<file path="src/rtl/div_pkg.sv">
// Shared types and constants for the divider issue/capture stage.
package div_pkg;

    localparam int DIV_WIDTH = 16;
    localparam logic [DIV_WIDTH-1:0] DIV_ERR_VALUE = 16'hFFFF;
    localparam int SETTLE_MAX = 15;

    typedef enum logic [1:0] {
        IDLE,
        SETTLE,
        DONE
    } state_t;

endpackage

</file>
<file path="src/rtl/div_issue_ctrl_if.sv">
// Request/result handshake bundle between a producer, the issue stage and its consumer.
interface div_issue_ctrl_if;
    import div_pkg::*;

    logic                 in_valid;
    logic                 in_ready;
    logic [DIV_WIDTH-1:0] in_dividend;
    logic [DIV_WIDTH-1:0] in_divisor;
    logic                 out_valid;
    logic                 out_ready;
    logic [DIV_WIDTH-1:0] out_quotient;
    logic [DIV_WIDTH-1:0] out_remainder;
    logic                 out_div_by_zero;
    logic                 busy;

    modport slave (
        input  in_valid, in_dividend, in_divisor, out_ready,
        output in_ready, out_valid, out_quotient, out_remainder, out_div_by_zero, busy
    );

    modport master (
        output in_valid, in_dividend, in_divisor, out_ready,
        input  in_ready, out_valid, out_quotient, out_remainder, out_div_by_zero, busy
    );

endinterface

</file>
<file path="src/rtl/divider_16bit.sv">
// Combinational unsigned 16-bit divider; a multicycle path, sampled only after settling.
module divider_16bit
    import div_pkg::*;
(
    input  logic [DIV_WIDTH-1:0] dividend,
    input  logic [DIV_WIDTH-1:0] divisor,
    output logic [DIV_WIDTH-1:0] quotient,
    output logic [DIV_WIDTH-1:0] remainder
);

    // A zero divisor never gets captured, so any defined value will do here.
    always_comb begin
        quotient  = DIV_ERR_VALUE;
        remainder = DIV_ERR_VALUE;
        if (divisor != '0) begin
            quotient  = dividend / divisor;
            remainder = dividend % divisor;
        end
    end

endmodule

</file>
<file path="src/rtl/div_issue_ctrl.sv">
// Issue/capture stage: registers operands, waits out the divider settle window,
// then captures the result and holds it under downstream backpressure.
module div_issue_ctrl
    import div_pkg::*;
#(
    parameter int SETTLE_CYCLES = 2
) (
    input logic           clk,
    input logic           rst,
    div_issue_ctrl_if.slave bus
);

    if (SETTLE_CYCLES < 1 || SETTLE_CYCLES > SETTLE_MAX) begin : g_bad_settle
        $error("div_issue_ctrl: SETTLE_CYCLES must be in 1..15");
    end

    state_t               state;
    state_t               next_state;
    logic [3:0]           counter;
    logic [DIV_WIDTH-1:0] dividend_q;
    logic [DIV_WIDTH-1:0] divisor_q;
    logic [DIV_WIDTH-1:0] quotient_q;
    logic [DIV_WIDTH-1:0] remainder_q;
    logic                 div_by_zero_q;
    logic [DIV_WIDTH-1:0] div_quotient;
    logic [DIV_WIDTH-1:0] div_remainder;
    logic                 accept;

    divider_16bit u_divider (
        .dividend  (dividend_q),
        .divisor   (divisor_q),
        .quotient  (div_quotient),
        .remainder (div_remainder)
    );

    assign accept              = bus.in_valid && (state == IDLE);
    assign bus.in_ready        = (state == IDLE) && !rst;
    assign bus.out_valid       = (state == DONE);
    assign bus.busy            = (state != IDLE);
    assign bus.out_quotient    = quotient_q;
    assign bus.out_remainder   = remainder_q;
    assign bus.out_div_by_zero = div_by_zero_q;

    always_comb begin
        next_state = state;
        case (state)
            IDLE: begin
                if (accept) begin
                    next_state = (bus.in_divisor == '0) ? DONE : SETTLE;
                end
            end
            SETTLE: begin
                if (counter == 4'd0) begin
                    next_state = DONE;
                end
            end
            DONE: begin
                if (bus.out_ready) begin
                    next_state = IDLE;
                end
            end
            default: next_state = IDLE;
        endcase
    end

    // Reset wins over any handshake; output registers only change on accept or capture.
    always_ff @(posedge clk) begin
        if (rst) begin
            state         <= IDLE;
            counter       <= 4'd0;
            dividend_q    <= '0;
            divisor_q     <= '0;
            quotient_q    <= '0;
            remainder_q   <= '0;
            div_by_zero_q <= 1'b0;
        end else begin
            state <= next_state;
            if (accept) begin
                dividend_q <= bus.in_dividend;
                divisor_q  <= bus.in_divisor;
                if (bus.in_divisor == '0) begin
                    quotient_q    <= DIV_ERR_VALUE;
                    remainder_q   <= DIV_ERR_VALUE;
                    div_by_zero_q <= 1'b1;
                end else begin
                    counter       <= 4'(SETTLE_CYCLES - 1);
                    div_by_zero_q <= 1'b0;
                end
            end else if (state == SETTLE) begin
                if (counter != 4'd0) begin
                    counter <= counter - 4'd1;
                end else begin
                    quotient_q  <= div_quotient;
                    remainder_q <= div_remainder;
                end
            end
        end
    end

endmodule
</file>
<file path="src/flat_wrapper.sv">
// flat-port wrapper written by rule: the top's interface ports become plain ports
module div_issue_ctrl_flat import div_pkg::*;
#(
    parameter int SETTLE_CYCLES = 2
)
  (clk, rst, bus_in_valid, bus_in_dividend, bus_in_divisor, bus_out_ready, bus_in_ready, bus_out_valid, bus_out_quotient, bus_out_remainder, bus_out_div_by_zero, bus_busy);
  div_issue_ctrl_if bus_i ();
  input logic clk;
  input logic rst;
  input wire logic [$bits(bus_i.in_valid)-1:0] bus_in_valid;
  input wire logic [$bits(bus_i.in_dividend)-1:0] bus_in_dividend;
  input wire logic [$bits(bus_i.in_divisor)-1:0] bus_in_divisor;
  input wire logic [$bits(bus_i.out_ready)-1:0] bus_out_ready;
  output wire logic [$bits(bus_i.in_ready)-1:0] bus_in_ready;
  output wire logic [$bits(bus_i.out_valid)-1:0] bus_out_valid;
  output wire logic [$bits(bus_i.out_quotient)-1:0] bus_out_quotient;
  output wire logic [$bits(bus_i.out_remainder)-1:0] bus_out_remainder;
  output wire logic [$bits(bus_i.out_div_by_zero)-1:0] bus_out_div_by_zero;
  output wire logic [$bits(bus_i.busy)-1:0] bus_busy;
  assign bus_i.in_valid = bus_in_valid;
  assign bus_i.in_dividend = bus_in_dividend;
  assign bus_i.in_divisor = bus_in_divisor;
  assign bus_i.out_ready = bus_out_ready;
  assign bus_in_ready = bus_i.in_ready;
  assign bus_out_valid = bus_i.out_valid;
  assign bus_out_quotient = bus_i.out_quotient;
  assign bus_out_remainder = bus_i.out_remainder;
  assign bus_out_div_by_zero = bus_i.out_div_by_zero;
  assign bus_busy = bus_i.busy;
  div_issue_ctrl #(.SETTLE_CYCLES(SETTLE_CYCLES)) u_core (.clk(clk), .rst(rst), .bus(bus_i));
endmodule
</file>
<file path="config.mk">
export PLATFORM = sky130hd
export DESIGN_NAME = div_issue_ctrl_flat
export DESIGN_NICKNAME = d
export VERILOG_FILES = /design/src/rtl/div_pkg.sv /design/src/rtl/div_issue_ctrl_if.sv /design/src/rtl/divider_16bit.sv /design/src/rtl/div_issue_ctrl.sv /design/src/flat_wrapper.sv
export SDC_FILE = /design/constraint.sdc
export NUM_CORES = 1
export LEC_CHECK = 0
export CAP_MARGIN = 20
export CORE_ASPECT_RATIO = 1.5
export CORE_MARGIN = 5
export CORE_UTILIZATION = 60
export CTS_CLUSTER_DIAMETER = 60
export DETAILED_ROUTE_END_ITERATION = 8
export GPL_ROUTABILITY_DRIVEN = 0
export GPL_TIMING_DRIVEN = 0
export HOLD_SLACK_MARGIN = 0.1
export PLACE_DENSITY = 0.88
export SYNTH_ARGS = -nofsm -noshare
export SYNTH_HDL_FRONTEND = slang
export SYNTH_HIERARCHICAL = 1
export SYNTH_SLANG_ARGS = --single-unit
export TNS_END_PERCENT = 1
</file>
<file path="constraint.sdc">
create_clock -name clk -period 78.8 [get_ports clk]
set_input_delay 15.76 -clock clk [delete_from_list [all_inputs] [get_ports clk]]
set_output_delay 15.76 -clock clk [all_outputs]
set_load 0.01 [all_outputs]
</file>
Yosys cells after proc, flatten, opt, wreduce, memory -nomap -nowiden. Cells that the tools add are included.

$add $sub $neg: 1. Divide/modulo/power cells: 2. Equal/unequal tests: 8. Muxes and demuxes: 19. Reduce and logical (&&, ||, !) cells: 14.

Operator list (count): $mux 16 (9); $div 16x16->16 (1); $logic_not 16->1 (1); $mod 16x16->16 (1); $mux 4 (4); $reduce_bool 16->1 (1); $reduce_and 3->1 (3); $mux 2 (4); $ne 2x1->1 const B (3); $ne 2x2->1 const B (3); $pmux 2 s3 (1); $reduce_bool 2->1 (3); $logic_not 4->1 (1); $reduce_bool 4->1 (1); $sub 4x1->4 const B (1); $eq 2x1->1 const B (1); $eq 2x2->1 const B (1); $logic_and 1x1->1 (2); $logic_not 2->1 (1); $logic_not 1->1 (1); $mux 1 (1).

Flip-flop bits (word level): 71. Output and inout port bits: 36.

Logic depth before layout (Yosys ltp). Gate-level depths: netlist (run 1).

Depth in word-level cells: 5. Depth in mapped cells: 133. Gate-level depth less buffers: 121.

Hierarchy. Netlist (run 1), hierarchy kept.

By module, submodules not included: divider_16bit (times used 1, cells each 1194, area each 8055.2 um2, seq. area each 0.0 um2); div_issue_ctrl (times used 1, cells each 336, area each 2806.4 um2, seq. area each 1421.4 um2).

Worst setup path after synthesis (run 1). No wires, ideal clock.

Path kind: input port to output port. Start: input port rst. End: output port bus_in_ready. Data arrival time: 16405 ps. Data required time: 63040 ps. Path slack: 46635 ps. Stages: 3. Buffers on the path: 2. Cell sequence: clkbuf_1 > clkbuf_1 > nor2_1.

Cells in the longest elaborated chain, start to end: 2.

RTL lines: from (decl) (RTL line flat_wrapper.sv:9) `input logic rst;`; $logic_not 1->1 (RTL line div_issue_ctrl.sv:37) `assign bus.in_ready = (state == IDLE) && !rst;`; $logic_and 1x1->1 (RTL line div_issue_ctrl.sv:37); to (decl) (RTL line flat_wrapper.sv:14) `output wire logic [$bits(bus_i.in_ready)-1:0] bus_in_ready;`.

No other way between the ends.

Worst setup path in the final report (run 1).
Start: register u_core.divisor_q[15]. End: register u_core.remainder_q[15], in the netlist u_core/bus.out_remainder[15].

Cells in the longest elaborated chain, start to end: 5. Elaborated cells on any way between the ends: 6. Classes of those cells: div: 1; mux: 4; reduce/logical: 1.

RTL lines: from (decl) (RTL line div_issue_ctrl.sv:21) `logic [DIV_WIDTH-1:0] divisor_q;`; from (signal assigned) (RTL line div_issue_ctrl.sv:80) `divisor_q <= bus.in_divisor;`; $mod 16x16->16 / $reduce_bool 16->1 (equally long branches) (RTL line divider_16bit.sv:17, divider_16bit.sv:15); $mux 16 * (RTL line divider_16bit.sv:15) `if (divisor != '0) begin`; net u_core.div_remainder[15] (RTL line div_issue_ctrl.sv:26) `logic [DIV_WIDTH-1:0] div_remainder;`; $mux 16 * (RTL line div_issue_ctrl.sv:90) `if (counter != 4'd0) begin`; $mux 16 * (RTL line div_issue_ctrl.sv:89) `end else if (state == SETTLE) begin`; $mux 16 * (RTL line div_issue_ctrl.sv:78) `if (accept) begin`; to (signal assigned) (RTL line div_issue_ctrl.sv:94) `remainder_q <= div_remainder;`; to (decl) (RTL line div_issue_ctrl.sv:23) `logic [DIV_WIDTH-1:0] remainder_q;`.

Mark *: on every way through the listed nets, which the timed path passes. The rest lies on a longest branch. The select of a mux whose other input is x is not followed. A chain may end at the register's enable or synchronous reset.

==> results of run 1 <==
flip-flops by register name, indices dropped and copies added (netlist names):
register and cells:
u_core/bus.out_div_by_zero 1, u_core/bus.out_quotient 16, u_core/bus.out_remainder 16, u_core/counter 4, u_core/dividend_q 16, u_core/divisor_q 16, u_core/state 2
layout by cell type (no fill, tap or decap), types with 11 or more instances in the layout:
master	instances
a211o_1	11
o211ai_1	32
o21ai_0	78
and3_1	14
o31ai_1	15
xor2_1	25
dfxtp_1	71
a21o_1	30
nor2b_1	11
ha_1	139
nor4_1	19
clkbuf_1	48
nand2b_1	18
buf_2	11
o21a_1	40
xnor2_1	43
a211oi_1	33
nor3_1	54
nor2_1	182
nand3_1	26
nand4_1	14
or3_1	16
inv_1	63
a31oi_1	12
a211oi_2	20
a21oi_1	125
clkdlybuf4s50_1	70
mux2i_1	13
nand2_1	184
a21boi_0	17
o21bai_1	12
cell families (layout without fill, tap and decap cells):
kind of cell,Yosys count,in the layout,synth area share
compound gates,516,516,0.3330
simple gates,585,585,0.2496
flops,71,71,0.1309
fa+ha+maj,140,140,0.1620
xor+xnor,68,68,0.05483
buf+inv,128,217,0.04838
mux,22,22,0.02131
worst max-delay path: cells and delay by family (launching register included):
| kind | cells | cell delay, ns |
|---|---|---|
| mux | 3 | 0.97 |
| buf+inv | 19 | 6.54 |
| flops | 1 | 0.43 |
| fa+ha+maj | 15 | 5.00 |
| simple gates | 30 | 8.43 |
| compound gates | 60 | 17.38 |
layout make-up:
type	instances	area, um2
plain buffers	65	289.0
clock buffers	10	239.0
clock inverters	6	67.56
fillers	1466	5704
inverters	63	236.5
multi-input cells	1331	8915
flip-flops and latches	71	1421
well taps	217	271.5
repair buffers	73	723.2
through the flow:
step                      setup WS [ns]    util  instances  cell area [um2]
final                             39.87  0.6807       1836            12160
after global routing              38.27  0.6807       1836            12160
after CTS                         41.40  0.6798       1834            12150
after detailed placement          41.56  0.6626       1818            11840
after global placement            42.00  0.6623       1817            11830
after floorplan                   46.64       -       1530            10860
final timing paths:
kind,start,endpoint,cells past startpoint
setup / recovery,u_core/divisor_q[15],u_core/bus.out_remainder[15],127
hold / removal,u_core/dividend_q[10],u_core/dividend_q[10],2
setup reg to reg,u_core/divisor_q[15],u_core/bus.out_remainder[15],127
hold reg to reg,u_core/dividend_q[10],u_core/dividend_q[10],2
layer usage:
| metal | global-route usage | vias to the layer above |
|---|---|---|
| met5 | 0 | - |
| met4 | 0.2819 | 0 |
| met3 | 0.06347 | 282 |
| met2 | 0.5899 | 765 |
| met1 | 0.3488 | 5797 |
| li1 | - | 5863 |
==> metrics.cfg, run 1 <==
[run_status]
status = finished, final reports clean

[drt]
wire_per_inst_um = 19.97
vias = 12710
wl_met3_um = 3038
drt-initial-drc-count = 1069
drtPass1Iterations = 6
wl_um = 36660
ant_nets = 0
wl_met2_um = 17560
drc = 0
topRoutingLayerUsed = met4
routedLengthMet1_um = 12540
vias_per_cell = 6.921

[setup_path]
rrSetupSlack_ns = 39.87
path_class = reg2reg
endpoint_kind = register
crit_fanout = 10
crit_top_cell = ha_1
cp.arrival_ns = 39.19
slowest_delay_ns = 0.68
slowest_stage = or4b_2
start_kind = register
crit_required_ns = 79.05

[sta]
finalHoldViolations = 0
max_freq_ghz = 0.02568
slew-limit-headroom = 0.2726
finalClockSkew_ns = 0.006500
rsz0062_at_grt = false
timing.setup.tns_ns = 0
worst_pin_slew_ns = 1.080
setup_viol = 0
hold_ws_ns = 0.4725
min_period_over_period = 0.4941
min_period_ns = 38.93
slew_viol_final = 0

[grt]
track_usage = 0.3391
overflow = 0
grt_pass1_vias = 12430
antenna_found_initial = 0
grt_start_max_net_pins = 17
grt_pass1_wl_um = 58440

[clocking]
root_buffer = clkbuf_16
clkTransAtPathRegs_ns = 0.06
cts-htree-levels = 3
cts_tree = done
cts.path.max_buffers = 2
post-cts-setup-buffers = 0
cts_resized = 0
clock_latency_ns = 0.34
numCtsBuffers = 9
cts.sinks = 71
postCtsHoldBufs = 0

[logic_synthesis]
synth.distinct_cells = 85
async_flop_share = 0
syn_area_um2 = 10860
netlist.top_cell.by_area = ha_1
synthCells = 1530
synth_commonest_cells = 184 x nand2_1, 182 x nor2_1, 139 x ha_1
avgSynthCellArea_um2 = 7.099
synth_enable_flop_cells = 0
syn-num-nets = 1706
netlist.area_leader.share = 0.1601
synth_most_common_cell = nand2_1
synthFlopType = dfxtp_1
yosys_register_bits = 71
yosys-top-cells-area = ha_1 16%, dfxtp_1 13%, nand2_1 6.4%
yosysSeqAreaShare = 0.1309
yosysWarnings = 6

[floorplanning]
die_area_um2 = 20950
coreArea_um2 = 17870
initial_utilization = 0.6079
pin_count = 72
dieWidth_um = 119.9
die_h_um = 174.8
rows = 60

[placement]
dpl.hpwl_um = 28270
io_buffers = 70

[hold_path]
min_path_type = reg2reg

[cells_and_area]
drive_gt1_frac = 0.05991
area_delta_synth_final_pct = 11.98
antenna_cells = 0
fin_nets = 1790

[flow_run]
drv_cap = 0

Power of run 1 is left out: the tool's default activity adds up to more than one toggle a clock period on the data nets, which glitch-free logic cannot reach.
==> run 2: changes to the inputs <==
--- a/config.mk
+++ b/config.mk
@@ -8,13 +8,13 @@
 export CAP_MARGIN = 20
 export CORE_ASPECT_RATIO = 1.5
 export CORE_MARGIN = 5
-export CORE_UTILIZATION = 60
+export CORE_UTILIZATION = 56
 export CTS_CLUSTER_DIAMETER = 60
 export DETAILED_ROUTE_END_ITERATION = 8
 export GPL_ROUTABILITY_DRIVEN = 0
 export GPL_TIMING_DRIVEN = 0
 export HOLD_SLACK_MARGIN = 0.1
-export PLACE_DENSITY = 0.88
+export PLACE_DENSITY = 0.86
 export SYNTH_ARGS = -nofsm -noshare
 export SYNTH_HDL_FRONTEND = slang
 export SYNTH_HIERARCHICAL = 1
==> constraint.sdc (replaced) <==
create_clock -name clk -period 31.2 [get_ports clk]
set_input_delay 6.24 -clock clk [delete_from_list [all_inputs] [get_ports clk]]
set_output_delay 6.24 -clock clk [all_outputs]
set_load 0.01 [all_outputs]
==> metrics.cfg, run 2 (synthesis gave the netlist of run 1 again) <==
[run_status]
status = finished, final reports clean

[cells_and_area]
drive_gt1_frac = 0.1138  ; +0.05392
n_fill_cell = 1527  ; +4.2%
final_common_cell = nand2_1
area_delta_synth_final_pct = 17.62
antenna_cells = 0  ; unchanged
finalCoreUtilization = 0.6668  ; -0.01397
register_area_um2 = 1421  ; unchanged
fin_nets = 1805  ; +0.84%
multi_input_area_um2 = 9286  ; +4.2%
final_cell_mix = 181 x nand2_1, 179 x nor2_1, 138 x ha_1
fin_area_um2 = 12780  ; +5.0%

[drt]
drt-initial-drc-count = 1239  ; +16%
drc = 0  ; unchanged
ant_nets = 0  ; unchanged
wire_per_inst_um = 20.31  ; +1.7%
wl_um = 38400  ; +4.7%
drtPass1Iterations = 6  ; unchanged
vias = 13070  ; +2.9%
vias_per_cell = 6.916  ; about the same

[sta]
timing.setup.tns_ns = 0  ; unchanged
finalClockSkew_ns = 0.008474  ; +0.001974 ns
min_period_ns = 30.33  ; -8.607 ns
setup_viol = 0  ; unchanged
slew_viol_final = 0  ; unchanged
finalHoldViolations = 0  ; unchanged
min_period_over_period = 0.9720  ; +0.4779
max_freq_ghz = 0.03297  ; +28%
worst_pin_slew_ns = 0.9896  ; -0.09011 ns
hold_ws_ns = 0.4658  ; -0.006708 ns
slew-limit-headroom = 0.3232  ; +0.05062

[placement]
dpl.hpwl_um = 28350  ; +0.28%
placed_area_um2 = 11900  ; +0.48%
io_buffers = 70  ; unchanged

[grt]
met2_usage = 0.5584  ; -0.03146
grt_pass1_vias = 12440  ; +0.024%
grt_start_max_net_pins = 17  ; unchanged
top_usage_layer = met2
overflow = 0  ; unchanged
gr-usage-met1 = 0.3389  ; -0.009901
antenna_found_initial = 0  ; unchanged
grt_pass1_wl_um = 58560  ; +0.20%
track_usage = 0.3217  ; -0.01740
gr-usage-met3 = 0.05088  ; -0.01259

[clocking]
numCtsBuffers = 9  ; unchanged
clkTransAtPathRegs_ns = 0.06  ; about the same
postCtsHoldBufs = 0  ; unchanged
cts_tree = done
cts-htree-levels = 3  ; unchanged
cts.path.max_buffers = 2  ; unchanged
clock_latency_ns = 0.34  ; about the same
cts.sinks = 71  ; unchanged
root_buffer = clkbuf_16

[setup_path]
crit_fanout = 10  ; unchanged
start_kind = register
path_class = reg2reg
slowest_delay_ns = 0.73  ; +0.05 ns
rrSetupSlack_ns = 0.87  ; -38.99 ns
worstSetupStartpoint = u_core/divisor_q[15]
critPathTopFamily = compound AO/OA/AOI/OAI gates
crit_top_cell = ha_1
crit_required_ns = 31.45  ; -47.60 ns
endpoint_kind = register
slowest_stage = or4b_2
timing.rr.start = u_core/divisor_q[15]
cp.arrival_ns = 30.58  ; -8.61 ns
crit_buf_inv = 17  ; -2

[floorplanning]
dieWidth_um = 123.7  ; +3.2%
coreArea_um2 = 19160  ; +7.2%
rows = 62  ; +3.3%
pin_count = 72  ; unchanged
die_area_um2 = 22340  ; +6.6%
die_h_um = 180.6  ; +3.3%
initial_utilization = 0.5669  ; -0.04105

[flow_run]
drv_cap = 0  ; unchanged

[hold_path]
hold_path_startpoint = u_core/dividend_q[8]
min_path_type = reg2reg

run 2: changes by cell type in the layout (fill, tap and decap cells not counted), sizes merged:
cell / delta
buf: +21
clkbuf: -6
clkinvlp: -2
bufinv: +1
clkinv: +1
dlymetal6s2s: -1
inv: +1
run 2: metal layers:
| metal | vias up | routed length, um |
|---|---|---|
| li1 | 5900 | - |
| met1 | 5985 | 12900 |
| met2 | 866 | 18380 |
| met3 | 320 | 3347 |
| met4 | 0 | 3770 |
| met5 | - | 0 |
run 2: worst register-to-register path, delay by kind of cell (launching register included):
| family | cells | cell delay [ns] |
|---|---|---|
| AOI/OAI and AO/OA | 62 | 14.18 |
| adders and majority gates | 15 | 4.81 |
| buffers and inverters | 17 | 3.38 |
| DFF | 1 | 0.44 |
| muxes | 4 | 1.08 |
| and+or+nand+nor | 28 | 6.34 |
run 2: path summary, 6_finish.rpt:
check                                               endpoint  cells after the start
worst min-delay path                    u_core/dividend_q[8]                      2
worst max register to register  u_core/bus.out_remainder[15]                    126
worst max-delay path            u_core/bus.out_remainder[15]                    126
worst min register to register          u_core/dividend_q[8]                      2
run 2: layout make-up:
class	instances	share of cell area
clock buffers	9	0.01763
plain buffers	62	0.02556
flip-flops and latches	71	0.1113
multi-input cells	1331	0.7269
well taps	256	0.02507
inverters	63	0.01851
repair buffers	91	0.06699
clock inverters	7	0.008129
run 2: repair_timing:
item                       CTS  global route
pin swaps                    4            16
setup endpoints to repair   18            17
gates resized for setup     54            78
setup buffers                3            16
gates cloned                 0             0
run 2: metrics by stage:
stage                     setup WS [ns]  std cells
final                            0.8727       1890
after global routing            -0.2778       1890
after CTS                       0.02852       1874
after detailed placement         -6.006       1858
after global placement           -5.354       1856
after floorplan                   1.847       1530
Power of run 2 is left out for the same reason.
